--- config.mk ---
export PLATFORM = sky130hd
export DESIGN_NAME = dtw_axis_sample_unpacker_flat
export DESIGN_NICKNAME = d
export VERILOG_FILES = /design/src/rtl/dtw_axis_sample_unpacker_pkg.sv /design/src/rtl/dtw_axis_sample_unpacker_if.sv /design/src/rtl/dtw_axis_sample_unpacker_fifo.sv /design/src/rtl/dtw_axis_sample_unpacker.sv /design/src/flat_wrapper.sv
export SDC_FILE = /design/constraint.sdc
export NUM_CORES = 1
export LEC_CHECK = 0
export ABC_AREA = 1
export BUFFER_PORTS_ARGS = -buffer_cell sky130_fd_sc_hd__buf_2
export CAP_MARGIN = 20
export CORE_MARGIN = 3
export CORE_UTILIZATION = 57
export DETAILED_ROUTE_END_ITERATION = 8
export PLACE_DENSITY_LB_ADDON = 0.12
export RECOVER_POWER = 25
export SLEW_MARGIN = 0
export SYNTH_ARGS = -nofsm -noshare
export SYNTH_HDL_FRONTEND = slang
export SYNTH_SLANG_ARGS = --single-unit
--- constraint.sdc ---
create_clock -name S_AXIS_ACLK -period 2.6 [get_ports S_AXIS_ACLK]
set_input_delay 0.39 -clock S_AXIS_ACLK [delete_from_list [all_inputs] [get_ports S_AXIS_ACLK]]
set_output_delay 0.39 -clock S_AXIS_ACLK [all_outputs]
set_load 0.02 [all_outputs]
--- src/rtl/dtw_axis_sample_unpacker_pkg.sv ---
// Shared types and width helpers for the DTW AXI4-Stream sample unpacker.
// Build option: DTW_AXIS_STRB_EN (TSTRB lane qualification, see top level).
package dtw_axis_pkg;

    typedef enum logic {
        IDLE   = 1'b0,
        UNPACK = 1'b1
    } state_t;

    function automatic int clog2(input int value);
        int r;
        r = 0;
        while ((1 << r) < value) begin
            r = r + 1;
        end
        return r;
    endfunction

    function automatic int lanes_of(input int data_width, input int sample_width);
        return data_width / sample_width;
    endfunction

    // Count must represent 0..depth inclusive, hence depth+1.
    function automatic int cw_of(input int depth);
        return clog2(depth + 1);
    endfunction

    // FIFO entry layout is {last, sample}: the packet-end flag sits above the sample.
    localparam int ENTRY_LAST_BITS = 1;

    function automatic int entry_width(input int sample_width);
        return sample_width + ENTRY_LAST_BITS;
    endfunction

endpackage

--- src/rtl/dtw_axis_sample_unpacker_if.sv ---
// AXI4-Stream beat bundle. Valid/ready: a beat transfers on a clock edge where
// TVALID && TREADY; the master holds TDATA/TSTRB/TLAST stable while TVALID waits.
interface dtw_axis_sample_unpacker_if #(
    parameter int DATA_WIDTH = 32
) ();
    logic                    TVALID;
    logic                    TREADY;
    logic [DATA_WIDTH-1:0]   TDATA;
    logic [DATA_WIDTH/8-1:0] TSTRB;
    logic                    TLAST;

    modport master (output TVALID, output TDATA, output TSTRB, output TLAST, input TREADY);
    modport slave  (input TVALID, input TDATA, input TSTRB, input TLAST, output TREADY);
endinterface

--- src/rtl/dtw_axis_sample_unpacker_fifo.sv ---
// First-word-fall-through sample FIFO: head entry is visible on o_rd_data
// whenever not empty, and reads as zero when empty.
module dtw_sample_fifo
    import dtw_axis_pkg::*;
#(
    parameter int WIDTH = 9,
    parameter int DEPTH = 16,
    localparam int AW = clog2(DEPTH),
    localparam int CW = cw_of(DEPTH)
) (
    input  logic             i_clk,
    input  logic             i_rst,
    input  logic             i_wr_en,
    input  logic [WIDTH-1:0] i_wr_data,
    output logic             o_full,
    input  logic             i_rd_en,
    output logic [WIDTH-1:0] o_rd_data,
    output logic             o_empty,
    output logic [CW-1:0]    o_count
);
    logic [WIDTH-1:0] r_mem [DEPTH];
    logic [AW-1:0]    r_wptr;
    logic [AW-1:0]    r_rptr;
    logic [CW-1:0]    r_count;
    logic             w_wr_ok;
    logic             w_rd_ok;

    assign o_full  = (r_count == CW'(DEPTH));
    assign o_empty = (r_count == '0);
    assign o_count = r_count;

    // A write is refused when full even if a read frees a slot the same cycle.
    assign w_wr_ok = i_wr_en && !o_full && !i_rst;
    assign w_rd_ok = i_rd_en && !o_empty;

    always_ff @(posedge i_clk) begin
        if (i_rst) begin
            r_wptr  <= '0;
            r_rptr  <= '0;
            r_count <= '0;
        end else begin
            if (w_wr_ok) r_wptr <= r_wptr + AW'(1);
            if (w_rd_ok) r_rptr <= r_rptr + AW'(1);
            case ({w_wr_ok, w_rd_ok})
                2'b10:   r_count <= r_count + CW'(1);
                2'b01:   r_count <= r_count - CW'(1);
                default: r_count <= r_count;
            endcase
        end
    end

    always_ff @(posedge i_clk) begin
        if (w_wr_ok) r_mem[r_wptr] <= i_wr_data;
    end

    assign o_rd_data = o_empty ? '0 : r_mem[r_rptr];

endmodule

--- src/rtl/dtw_axis_sample_unpacker.sv ---
// AXI4-Stream sink that splits wide beats into samples for the DTW core FIFO.
// Define DTW_AXIS_STRB_EN to qualify lanes with TSTRB and enable dtw_null_last.
module dtw_axis_sample_unpacker
    import dtw_axis_pkg::*;
#(
    parameter int C_S_AXIS_TDATA_WIDTH = 32,
    parameter int SAMPLE_WIDTH         = 8,
    parameter int FIFO_DEPTH           = 16,
    localparam int LANES = lanes_of(C_S_AXIS_TDATA_WIDTH, SAMPLE_WIDTH),
    localparam int CW    = cw_of(FIFO_DEPTH)
) (
    input  logic                        S_AXIS_ACLK,
    input  logic                        S_AXIS_ARESET,
    dtw_axis_sample_unpacker_if.slave   S_AXIS,
    input  logic                        dtw_fifo_rden,
    output logic [SAMPLE_WIDTH-1:0]     dtw_fifo_dout,
    output logic                        dtw_fifo_last,
    output logic                        dtw_fifo_empty,
    output logic [CW-1:0]               dtw_fifo_count,
    output logic                        dtw_null_last,
    output state_t                      o_dbg_state
);
    localparam int SB = SAMPLE_WIDTH / 8;
    localparam int EW = entry_width(SAMPLE_WIDTH);

    state_t                          r_state;
    state_t                          w_state_nxt;
    logic [C_S_AXIS_TDATA_WIDTH-1:0] r_data;
    logic [LANES-1:0]                r_mask;
    logic [LANES-1:0]                w_mask_nxt;
    logic [LANES-1:0]                w_beat_mask;
    logic [LANES-1:0]                w_sel_oh;
    logic                            r_last;
    logic                            r_null_last;
    logic                            w_null_nxt;
    logic                            w_full;
    logic                            w_hs;
    logic                            w_one_left;
    logic                            w_wr;
    logic                            w_wr_last;
    logic [SAMPLE_WIDTH-1:0]         w_sample;
    logic [EW-1:0]                   w_rd_entry;

`ifdef DTW_AXIS_STRB_EN
    // A lane counts only when every byte strobe covering it is set.
    always_comb begin
        w_beat_mask = '0;
        for (int i = 0; i < LANES; i++) begin
            w_beat_mask[i] = &S_AXIS.TSTRB[i*SB +: SB];
        end
    end
    assign w_null_nxt = w_hs && (w_beat_mask == '0) && S_AXIS.TLAST;
`else
    logic w_unused_strb;
    assign w_unused_strb = ^S_AXIS.TSTRB;
    assign w_beat_mask   = '1;
    assign w_null_nxt    = 1'b0;
`endif

    assign w_sel_oh   = r_mask & (~r_mask + LANES'(1));
    assign w_one_left = (r_mask != '0) && ((r_mask & (r_mask - LANES'(1))) == '0);
    assign w_wr       = (r_state == UNPACK) && !w_full;
    assign w_wr_last  = r_last && w_one_left;

    // Ready while idle, or when the final held lane drains this cycle.
    assign S_AXIS.TREADY = !S_AXIS_ARESET &&
                           ((r_state == IDLE) || (w_one_left && !w_full));
    assign w_hs = S_AXIS.TVALID && S_AXIS.TREADY;

    always_comb begin
        w_sample = '0;
        for (int i = 0; i < LANES; i++) begin
            if (w_sel_oh[i]) w_sample = r_data[i*SAMPLE_WIDTH +: SAMPLE_WIDTH];
        end
    end

    always_comb begin
        w_state_nxt = r_state;
        w_mask_nxt  = r_mask;
        if (w_wr) w_mask_nxt = r_mask & ~w_sel_oh;
        if (w_hs) begin
            w_mask_nxt  = w_beat_mask;
            w_state_nxt = (w_beat_mask != '0) ? UNPACK : IDLE;
        end else if (w_wr && w_one_left) begin
            w_state_nxt = IDLE;
        end
    end

    always_ff @(posedge S_AXIS_ACLK) begin
        if (S_AXIS_ARESET) begin
            r_state     <= IDLE;
            r_mask      <= '0;
            r_data      <= '0;
            r_last      <= 1'b0;
            r_null_last <= 1'b0;
        end else begin
            r_state     <= w_state_nxt;
            r_mask      <= w_mask_nxt;
            r_null_last <= w_null_nxt;
            if (w_hs) begin
                r_data <= S_AXIS.TDATA;
                r_last <= S_AXIS.TLAST;
            end
        end
    end

    dtw_sample_fifo #(
        .WIDTH (EW),
        .DEPTH (FIFO_DEPTH)
    ) u_fifo (
        .i_clk     (S_AXIS_ACLK),
        .i_rst     (S_AXIS_ARESET),
        .i_wr_en   (w_wr),
        .i_wr_data ({w_wr_last, w_sample}),
        .o_full    (w_full),
        .i_rd_en   (dtw_fifo_rden),
        .o_rd_data (w_rd_entry),
        .o_empty   (dtw_fifo_empty),
        .o_count   (dtw_fifo_count)
    );

    assign dtw_fifo_last = w_rd_entry[EW-1];
    assign dtw_fifo_dout = w_rd_entry[SAMPLE_WIDTH-1:0];
    assign dtw_null_last = r_null_last;
    assign o_dbg_state   = r_state;

endmodule

--- src/flat_wrapper.sv ---
// flat-port wrapper written by rule: the top's interface ports become plain ports
module dtw_axis_sample_unpacker_flat import dtw_axis_pkg::*;
#(
    parameter int C_S_AXIS_TDATA_WIDTH = 32,
    parameter int SAMPLE_WIDTH         = 8,
    parameter int FIFO_DEPTH           = 16,
    localparam int LANES = lanes_of(C_S_AXIS_TDATA_WIDTH, SAMPLE_WIDTH),
    localparam int CW    = cw_of(FIFO_DEPTH)
)
  (S_AXIS_ACLK, S_AXIS_ARESET, dtw_fifo_rden, dtw_fifo_dout, dtw_fifo_last, dtw_fifo_empty, dtw_fifo_count, dtw_null_last, o_dbg_state, S_AXIS_TVALID, S_AXIS_TDATA, S_AXIS_TSTRB, S_AXIS_TLAST, S_AXIS_TREADY);
  dtw_axis_sample_unpacker_if #(.DATA_WIDTH((32))) S_AXIS_i ();
  input  logic S_AXIS_ACLK;
  input  logic S_AXIS_ARESET;
  input  logic dtw_fifo_rden;
  output logic [SAMPLE_WIDTH-1:0] dtw_fifo_dout;
  output logic dtw_fifo_last;
  output logic dtw_fifo_empty;
  output logic [CW-1:0] dtw_fifo_count;
  output logic dtw_null_last;
  output state_t o_dbg_state;
  input wire logic [$bits(S_AXIS_i.TVALID)-1:0] S_AXIS_TVALID;
  input wire logic [$bits(S_AXIS_i.TDATA)-1:0] S_AXIS_TDATA;
  input wire logic [$bits(S_AXIS_i.TSTRB)-1:0] S_AXIS_TSTRB;
  input wire logic [$bits(S_AXIS_i.TLAST)-1:0] S_AXIS_TLAST;
  output wire logic [$bits(S_AXIS_i.TREADY)-1:0] S_AXIS_TREADY;
  assign S_AXIS_i.TVALID = S_AXIS_TVALID;
  assign S_AXIS_i.TDATA = S_AXIS_TDATA;
  assign S_AXIS_i.TSTRB = S_AXIS_TSTRB;
  assign S_AXIS_i.TLAST = S_AXIS_TLAST;
  assign S_AXIS_TREADY = S_AXIS_i.TREADY;
  dtw_axis_sample_unpacker #(.C_S_AXIS_TDATA_WIDTH(C_S_AXIS_TDATA_WIDTH), .SAMPLE_WIDTH(SAMPLE_WIDTH), .FIFO_DEPTH(FIFO_DEPTH)) u_core (.S_AXIS_ACLK(S_AXIS_ACLK), .S_AXIS_ARESET(S_AXIS_ARESET), .S_AXIS(S_AXIS_i), .dtw_fifo_rden(dtw_fifo_rden), .dtw_fifo_dout(dtw_fifo_dout), .dtw_fifo_last(dtw_fifo_last), .dtw_fifo_empty(dtw_fifo_empty), .dtw_fifo_count(dtw_fifo_count), .dtw_null_last(dtw_null_last), .o_dbg_state(o_dbg_state));
endmodule
==> metrics.txt, run 1 <==
RSZ-0062 raised after global routing false; WS Path Type reg -> out; DR WL/cell 16.1 um; Sinks on Clock Net 199; Iter 0 DRT Violations 526; top cells by area, synth edfxtp_1, dfxtp_1, nand2_1; Die Area 16500 um^2; vias per cell 5.44; starting density of the core 58.7%; CTS Buf Count 17; largest area contributor in the netlist edfxtp_1; critical path's top delay family buffers and inverters; via count 6274; Final #Nets 1006; async set-reset flop share out of synthesis 0%; HPWL after detailed placement 11.7 mm; core area 14600 um^2; CP required 2210 ps; clk buf depth 2; hold crit path type in -> reg; worst-path fanout max 47; final setup violation count 0; overflow left after global routing 0; ANT cells 0; Remaining DRCs 0; dominant cell by count in the synthesized netlist nand2_1; CP dominant cell by count nand2_1; GRT Total Usage 23.4%; #FFs+latches synth 199; Post-DRT Antenna Nets 0; Hold Violations, Final 0; slew margin rel. 51.5%; global placement routability congestion 0.862; die span in x 129 um; CP peak stage delay 340 ps; max-cap violations 0; number of global-route vias before repair 5957; Mapped Cells 898; CTS root buf clkbuf_16; Pleak 3.89 nW; Peak VDD IR 616 uV; Syn Area/Cell 9.54 um^2; Final min period 2450 ps; PortBufs 53; Ports 59; # rows 44; Final Slew Violations 0; synth cell count leaders nand2_1, edfxtp_1, nand3_1; H-tree levels 4; Slew @ Worst Pin 727 ps; Unique masters post-synth 30; Detailed Route WL 18.5 mm; # fillers 1147; slowest CP cell dfxtp_2; CP Capture Type primary output; initial antenna violation count 0; Post-synth EDFFs 144; Final Total Pwr 8.86 mW; share of layout cells above drive strength 1 11.5%; Die H 129 um; Reg clk slew, reported paths 70 ps; Synthesized Nets 947; Synth Flop Type edfxtp_1; hold buffer count at CTS 0; CTS tree yes; outcome finished clean; clk_skew 12.7 ps; area share of the leading cell type in the synthesized netlist 50.5%; worst path bufs/invs 3; Ys Warns 0; largest net degree at the start of global routing 73; mapped cell area 8560 um^2; startpoint types flip-flop; Fin Setup TNS 0 ps; drt pass-1 iters 6; Layout area overhead 12.8%; P per Cell Area 917 nW/um^2; Seq/Total Area, Yosys 63.4%; clock latency on the worst-skew pair 440 ps; fmax 408 MHz; Final period util 94.2%; Arr. time, crit path 2060 ps; global-route wire length before repair 29.7 mm; post-layout util 66.2%; worst path cell trace clkinv_2, buf_12, nand2_1, nand3_1, nand3_1, nand2_1, nand2_1, a21oi_1, buf_2
-- worst reg2reg max path, stage by stage (launching register included) --
cell	delay, ps
dfxtp_1	400
inv_1	110
nand4_1	140
nand2_1	120
nor2_4	160
inv_1	80
ha_2	250
xor2_2	180
ha_1	190
inv_1	50
nand2_1	90
nand3_1	120
nand2_1	60
nand2_1	60
nand2_1	40
nand2_1	50
a21oi_1	50
-- routing by layer --
metal	track usage (%)	up-vias	share of wire [%]
li1	-	3123	-
met3	4.07	23	7.2
met1	31.4	2891	42
met4	8.96	0	1.5
met2	38.4	237	49
met5	0	-	0
-- cell type report --
cell class,instances,area (um^2),share of cell area [%]
Timing Repair Buffer,88,509,5.27
Clock inverter,10,104,1.08
Clock buffer,22,464,4.81
Inverter,65,246,2.55
Tap cell,184,230,2.38
Multi-Input combinational cell,586,2680,27.7
Sequential cell,199,5430,56.2
-- power by group --
| part | internal [mW] | switching (mW) |
|---|---|---|
| clock network | 1.45 | 1.08 |
| registers | 3.63 | 0.107 |
| logic | 0.794 | 1.79 |
-- stage by stage --
stage	instances	area (um^2)	setup slack, ps	hold slack [ps]
6_report	1154	9660	151	193
5_1_grt	1154	9660	24.5	198
4_1_cts	1153	9680	91.0	180
3_5_place_dp	1121	9110	122	467
3_3_place_gp	1121	9110	322	463
2_1_floorplan	898	8560	191	447
-- kinds of logic (layout without fill, tap and decap cells) --
family,after synthesis,after routing,synth area share (%)
compound gates,55,55,3.40
xor+xnor,5,5,0.511
fa+ha+maj,8,8,1.17
buf+inv,113,185,5.49
flops,199,199,63.4
other cells,1,1,0.0438
simple gates,517,517,26.0
-- layout by cell type (no fill, tap or decap), types with 3 or more instances in the layout --
cell,synthesis,routed
a21oi_1,23,23
buf_2,16,48
buf_4,1,23
clkbuf_1,22,18
clkbuf_16,0,17
clkinv_1,6,8
clkinv_2,0,3
clkinvlp_4,0,3
dfxtp_1,55,52
dfxtp_2,0,3
edfxtp_1,144,144
ha_1,8,7
inv_1,58,58
nand2_1,286,286
nand3_1,116,116
nand4_1,35,35
nor2_1,72,73
o21ai_0,21,21
o22ai_1,8,8
-- repair_timing --
item,CTS,global route
setup endpoints to repair,0,6
gates resized for setup,0,7
buffers inserted,0,1
-- state kept, by name (all words and copies together), names as in the netlist, named ones only --
signal and count:
u_core.u_fifo.r_mem 144, u_core.r_data 32, u_core.u_fifo.o_count 5, u_core.r_mask 4, u_core.u_fifo.r_rptr 4, u_core.u_fifo.r_wptr 4, u_core.o_dbg_state 1, u_core.r_last 1
-- final timing paths --
check / start / to / slack, ps / cells after the start
setup / recovery: flip-flop / dtw_fifo_dout[5] / 150 / 9
hold / removal: S_AXIS_TDATA[4] / u_core.r_data[4] / 190 / 3
setup reg to reg: u_core.u_fifo.o_count[2] / u_core.u_fifo.o_count[4] / 340 / 16
hold reg to reg: u_core.u_fifo.r_rptr[2] / flip-flop / 480 / 2
No activity file was read; power rests on OpenSTA's default activity.
==> run 2: changes to the inputs <==
--- a/config.mk
+++ b/config.mk
@@ -11,6 +11,7 @@
 export CORE_MARGIN = 3
 export CORE_UTILIZATION = 57
 export DETAILED_ROUTE_END_ITERATION = 8
+export GPL_TIMING_DRIVEN = 0
 export PLACE_DENSITY_LB_ADDON = 0.12
 export RECOVER_POWER = 25
 export SLEW_MARGIN = 0
==> run 2 against run 1 <==
  * Sequential power about the same
  * Count of clock-buffer cells in the layout decreased by 4
  * First-iteration DRC count is 19% higher
  * Die area unchanged
  * Fmax down 2.4%
  * Non-clock buffer count increased by 18
  * Clock skew decreased by 2.9 ps
  * Critical endpoint is now dtw_fifo_dout[3]
==> metrics.txt, run 2 (synthesized netlist as in run 1, its figures left out) <==
R2R Setup Slk 240 ps; Reg clk slew, reported paths 70 ps; Final #Nets 1024; fmax 399 MHz; WS Path Type reg -> out; ANT cells 0; Largest Register u_core.u_fifo.r_mem; global placement routability congestion 0.921; commonest non-fill, non-tap cell in the layout nand2_1; Remaining DRCs 0; final setup violation count 0; top layer in use met4; starting density of the core 58.7%; Layout area overhead 13.5%; hold slack 193 ps; Sinks on Clock Net 199; Peak VDD IR 563 uV; CP required 2210 ps; worst-path fanout max 10; hold crit path type in -> reg; slew margin rel. 22.5%; commonest non-fill, non-tap cells in the layout nand2_1, edfxtp_1, nand3_1; hold buffer count at CTS 0; Slew @ Worst Pin 1150 ps; Post-DRT Antenna Nets 0; clk_skew 9.74 ps; RSZ-0062 raised after global routing false; share of layout cells above drive strength 1 12.5%; PortBufs 52; Largest register FFs 144; met3 WL 1.42 mm; DRT met1 WL 8.66 mm; # fillers 1187; Die H 129 um; Final Slew Violations 0; Pleak 3.91 nW; # rows 44; CTS root buf clkbuf_16; drt pass-1 iters 5; placed inst area 9110 um^2; Final Total Pwr 9.11 mW; DR WL/cell 17.4 um; Iter 0 DRT Violations 628; Detailed Route WL 20.4 mm; core area 14600 um^2; Ports 59; CP Capture Type primary output; Final period util 96.5%; overflow left after global routing 0; outcome finished clean; Final min period 2510 ps; GRT Total Usage 25.4%; DP Worst Slack -40.0 ps; largest net degree at the start of global routing 17; Arr. time, crit path 2120 ps; H-tree levels 4; Die Area 16500 um^2; P per Cell Area 938 nW/um^2; number of global-route vias before repair 6027; via count 6408; max-cap violations 0; Design Area, Final 9720 um^2; clk buf depth 2; global-route wire length before repair 31.5 mm; CTS tree yes; initial antenna violation count 0; vias per cell 5.48; HPWL after detailed placement 14.2 mm; startpoint types flip-flop; Hold Violations, Final 0; die span in x 129 um; setup ws final 90.8 ps; metal2 WL 9.67 mm; clock latency on the worst-skew pair 430 ps; CTS Buf Count 17
-- run 2: cell types whose count changed in the layout (fill, tap and decap cells not counted), moves of 5 or more --
cell and change:
buf_2 +6, buf_4 -9, clkbuf_2 +7, clkbuf_4 +5
-- run 2: path summary, 6_finish.rpt --
check / from / to / cells past startpoint
worst max-delay path: flip-flop / dtw_fifo_dout[3] / 10
worst min-delay path: S_AXIS_TDATA[12] / u_core.r_data[12] / 3
worst min register to register: u_core.u_fifo.r_rptr[2] / flip-flop / 2
worst max register to register: u_core.r_mask[0] / u_core.u_fifo.r_mem[0][2] / 4
-- run 2: metrics by stage --
step                      setup TNS [ps]  util (%)  cells
after floorplan                        0         -    898
after global placement            -32180      62.1   1134
after detailed placement           -40.0      62.5   1139
after CTS                              0      66.6   1169
after global routing                   0      66.6   1169
final                                  0      66.6   1169
-- run 2: report_power, final --
part	internal [mW]	leakage, nW	switching (mW)
sequential	3.63	1.78	0.0911
combinational	0.873	1.86	1.95
clock	1.48	0.266	1.09
-- run 2: layer usage --
metal / vias to the layer above / track usage (%)
met1: 2934 / 33.3
li1: 3167 / -
met2: 262 / 42.5
met4: 0 / 9.39
met3: 45 / 4.65
met5: - / 0
-- run 2: final cells by class --
cell class | count | area, um^2 | area share [%]
Sequential cell | 199 | 5430 | 55.8
Clock inverter | 11 | 135 | 1.39
Inverter | 65 | 259 | 2.66
Timing Repair Buffer | 59 | 318 | 3.27
Clock buffer | 18 | 429 | 4.42
Multi-Input combinational cell | 586 | 2680 | 27.6
Tap cell | 184 | 230 | 2.37
Buffer | 47 | 243 | 2.50
-- run 2: timing repair --
item                       4_1_cts  5_1_grt
pin swaps                        1        0
hold endpoints to repair         0        0
setup buffers                    1        1
setup endpoints to repair       10       22
gates resized for setup         15       24
-- run 2: critical path, cell delays in order (launching register included) --
cell	delay, ps
dfxtp_1	300
clkbuf_4	210
inv_6	140
buf_2	240
nand2_1	80
nand3_1	70
nand3_1	130
nand2_1	140
nand2_1	60
a21oi_1	140
buf_2	190
==> run 3: changes to the inputs <==
--- a/config.mk
+++ b/config.mk
@@ -9,7 +9,7 @@
 export BUFFER_PORTS_ARGS = -buffer_cell sky130_fd_sc_hd__buf_2
 export CAP_MARGIN = 20
 export CORE_MARGIN = 3
-export CORE_UTILIZATION = 57
+export CORE_UTILIZATION = 54
 export DETAILED_ROUTE_END_ITERATION = 8
 export GPL_TIMING_DRIVEN = 0
 export PLACE_DENSITY_LB_ADDON = 0.12
==> constraint.sdc (replaced) <==
create_clock -name S_AXIS_ACLK -period 2.3 [get_ports S_AXIS_ACLK]
set_input_delay 0.345 -clock S_AXIS_ACLK [delete_from_list [all_inputs] [get_ports S_AXIS_ACLK]]
set_output_delay 0.345 -clock S_AXIS_ACLK [all_outputs]
set_load 0.02 [all_outputs]
==> run 3 against run 2 <==
  * Count of clock-buffer cells in the layout rose by 3
  * Worst hold slack got worse by 42 ps
  * The flow now finishes with violations (negative setup slack)
  * Non-clock buffer count rose by 15
  * Via count rose by 1.5%
==> metrics.txt, run 3 (synthesized netlist as in run 1, its figures left out) <==
Layout area overhead 22.0%; slowest CP cell dfxtp_4; slew margin rel. 33.1%; R2R Setup Slk 100 ps; clock latency on the worst-skew pair 430 ps; Remaining DRCs 0; dpl cells 1166; Largest Register u_core.u_fifo.r_mem; CTS tree yes; initial antenna violation count 0; Final min period 2320 ps; H-tree levels 4; P per Cell Area 1090 nW/um^2; final setup violation count 3; number of global-route vias before repair 6045; CP peak stage delay 360 ps; Sinks on Clock Net 199; Final Total Pwr 11.4 mW; failing checks negative setup slack; die span in x 132 um; # rows 45; starting density of the core 55.7%; hold buffer count at CTS 0; commonest non-fill, non-tap cell in the layout nand2_1; Worst setup endpoint dtw_fifo_dout[2]; CP Capture Type primary output; setup ws final -15.4 ps; worst path cell trace buf_8, clkinvlp_4, buf_6, nand2_1, nand3_1, nand3_2, nand2_1, nand2_1, a21oi_2, buf_6; global-route wire length before repair 32.3 mm; overflow left after global routing 0; drt pass-1 iters 5; vias per cell 5.36; worst hold path startpoint S_AXIS_TDATA[22]; Iter 0 DRT Violations 631; PortBufs 52; Design Area, Final 10400 um^2; Slew @ Worst Pin 1000 ps; final cell count without fillers 1213; WS Path Type reg -> out; GRT Total Usage 24.3%; r2r endpoint u_core.u_fifo.r_mem[9][5]; share of layout cells above drive strength 1 21.1%; clk_skew 10.9 ps; CP dominant cell by count nand2_1; commonest non-fill, non-tap cells in the layout nand2_1, edfxtp_1, nand3_1; Ports 59; RSZ-0062 raised after global routing true; via count 6503; # fillers 1204; max-cap violations 0; hold crit path type in -> reg; worst-path fanout max 6; Peak VDD IR 554 uV; CTS root buf clkbuf_16; Final period util 101%; DR WL/cell 17.7 um; CP required 1960 ps; global placement routability congestion 0.921; Final Slew Violations 0; startpoint types flip-flop; Detailed Route WL 21.5 mm; Post-DRT Antenna Nets 0; placed inst area 9160 um^2; largest net degree at the start of global routing 17; ANT cells 0; R2R cell count 6; Largest register FFs 144; Hold Violations, Final 0; reg2reg start u_core.u_fifo.o_count[1]; outcome finished, violations left; Pleak 4.21 nW; HPWL after detailed placement 14.1 mm; Final #Nets 1040; CTS Buf Count 17; Reg clk slew, reported paths 60 ps; Die Area 17400 um^2; fmax 432 MHz; Arr. time, crit path 1970 ps; Die H 132 um; clk buf depth 2; core area 15400 um^2
==> run 3: changes by cell type in the layout (fill, tap and decap cells not counted), moves of 6 or more <==
cell      previous run  this run
nand3_2              1        36
buf_2               54        48
nand2_2              1         9
clkbuf_2             7         1
buf_4               14        24
nand3_1            117        81
nand2_1            285       275
buf_6                2        18
==> run 3: worst min path at each step <==
stage	to	slack, ps	cells past startpoint
CTS	u_core.r_data[22]	140	3
finish	u_core.r_data[22]	150	3
detailed placement	flip-flop	470	2
global placement	u_core.u_fifo.r_rptr[2]	470	2
floorplan	flip-flop	450	2
global route	u_core.r_data[24]	160	3
==> run 3: metal layers <==
layer / track usage (%) / wire (um)
met1: 31.7 / 8700
met2: 40.2 / 10500
met3: 4.35 / 1550
met4: 10.7 / 726
met5: 0 / 0
==> run 3: area by class of cell <==
cell class | count | area (um^2) | area share (%)
Clock inverter | 9 | 176 | 1.69
Tap cell | 211 | 264 | 2.53
Timing Repair Buffer | 74 | 547 | 5.23
Multi-Input combinational cell | 586 | 2950 | 28.2
Inverter | 65 | 269 | 2.58
Buffer | 47 | 360 | 3.45
Clock buffer | 21 | 440 | 4.22
Sequential cell | 199 | 5430 | 52.0
Timing Repair inverter | 1 | 7.51 | 0.0719
==> run 3: report_power, final <==
group          switching, mW  total (mW)  internal [mW]
Sequential             0.119        4.23           4.11
Combinational           2.52        4.05           1.53
Clock                   1.23        3.14           1.92
Total                   3.87        11.4           7.55
==> run 3: metrics by stage <==
step           util (%)  setup TNS (ps)  hold WS (ps)  worst slack [ps]
2_1_floorplan         -               0           447              5.19
3_3_place_gp       59.2          -83030           471              -823
3_5_place_dp       59.6          -12500           474              -318
4_1_cts            65.0           -5.05           141             -5.05
5_1_grt            68.0            -950           156             -96.2
6_report           68.0           -29.5           151             -15.4
==> run 3: critical path, delay by kind of cell (launching register included) <==
kind	cells	cell delay, ps
flops	1	360
compound gates	1	170
buf+inv	4	620
simple gates	5	400
==> run 3: what timing repair did <==
action / 4_1_cts / 5_1_grt
gates cloned: 1 / 6
setup endpoints to repair: 139 / 74
setup buffers: 6 / 5
resized for setup: 63 / 84
pin swaps: 1 / 20
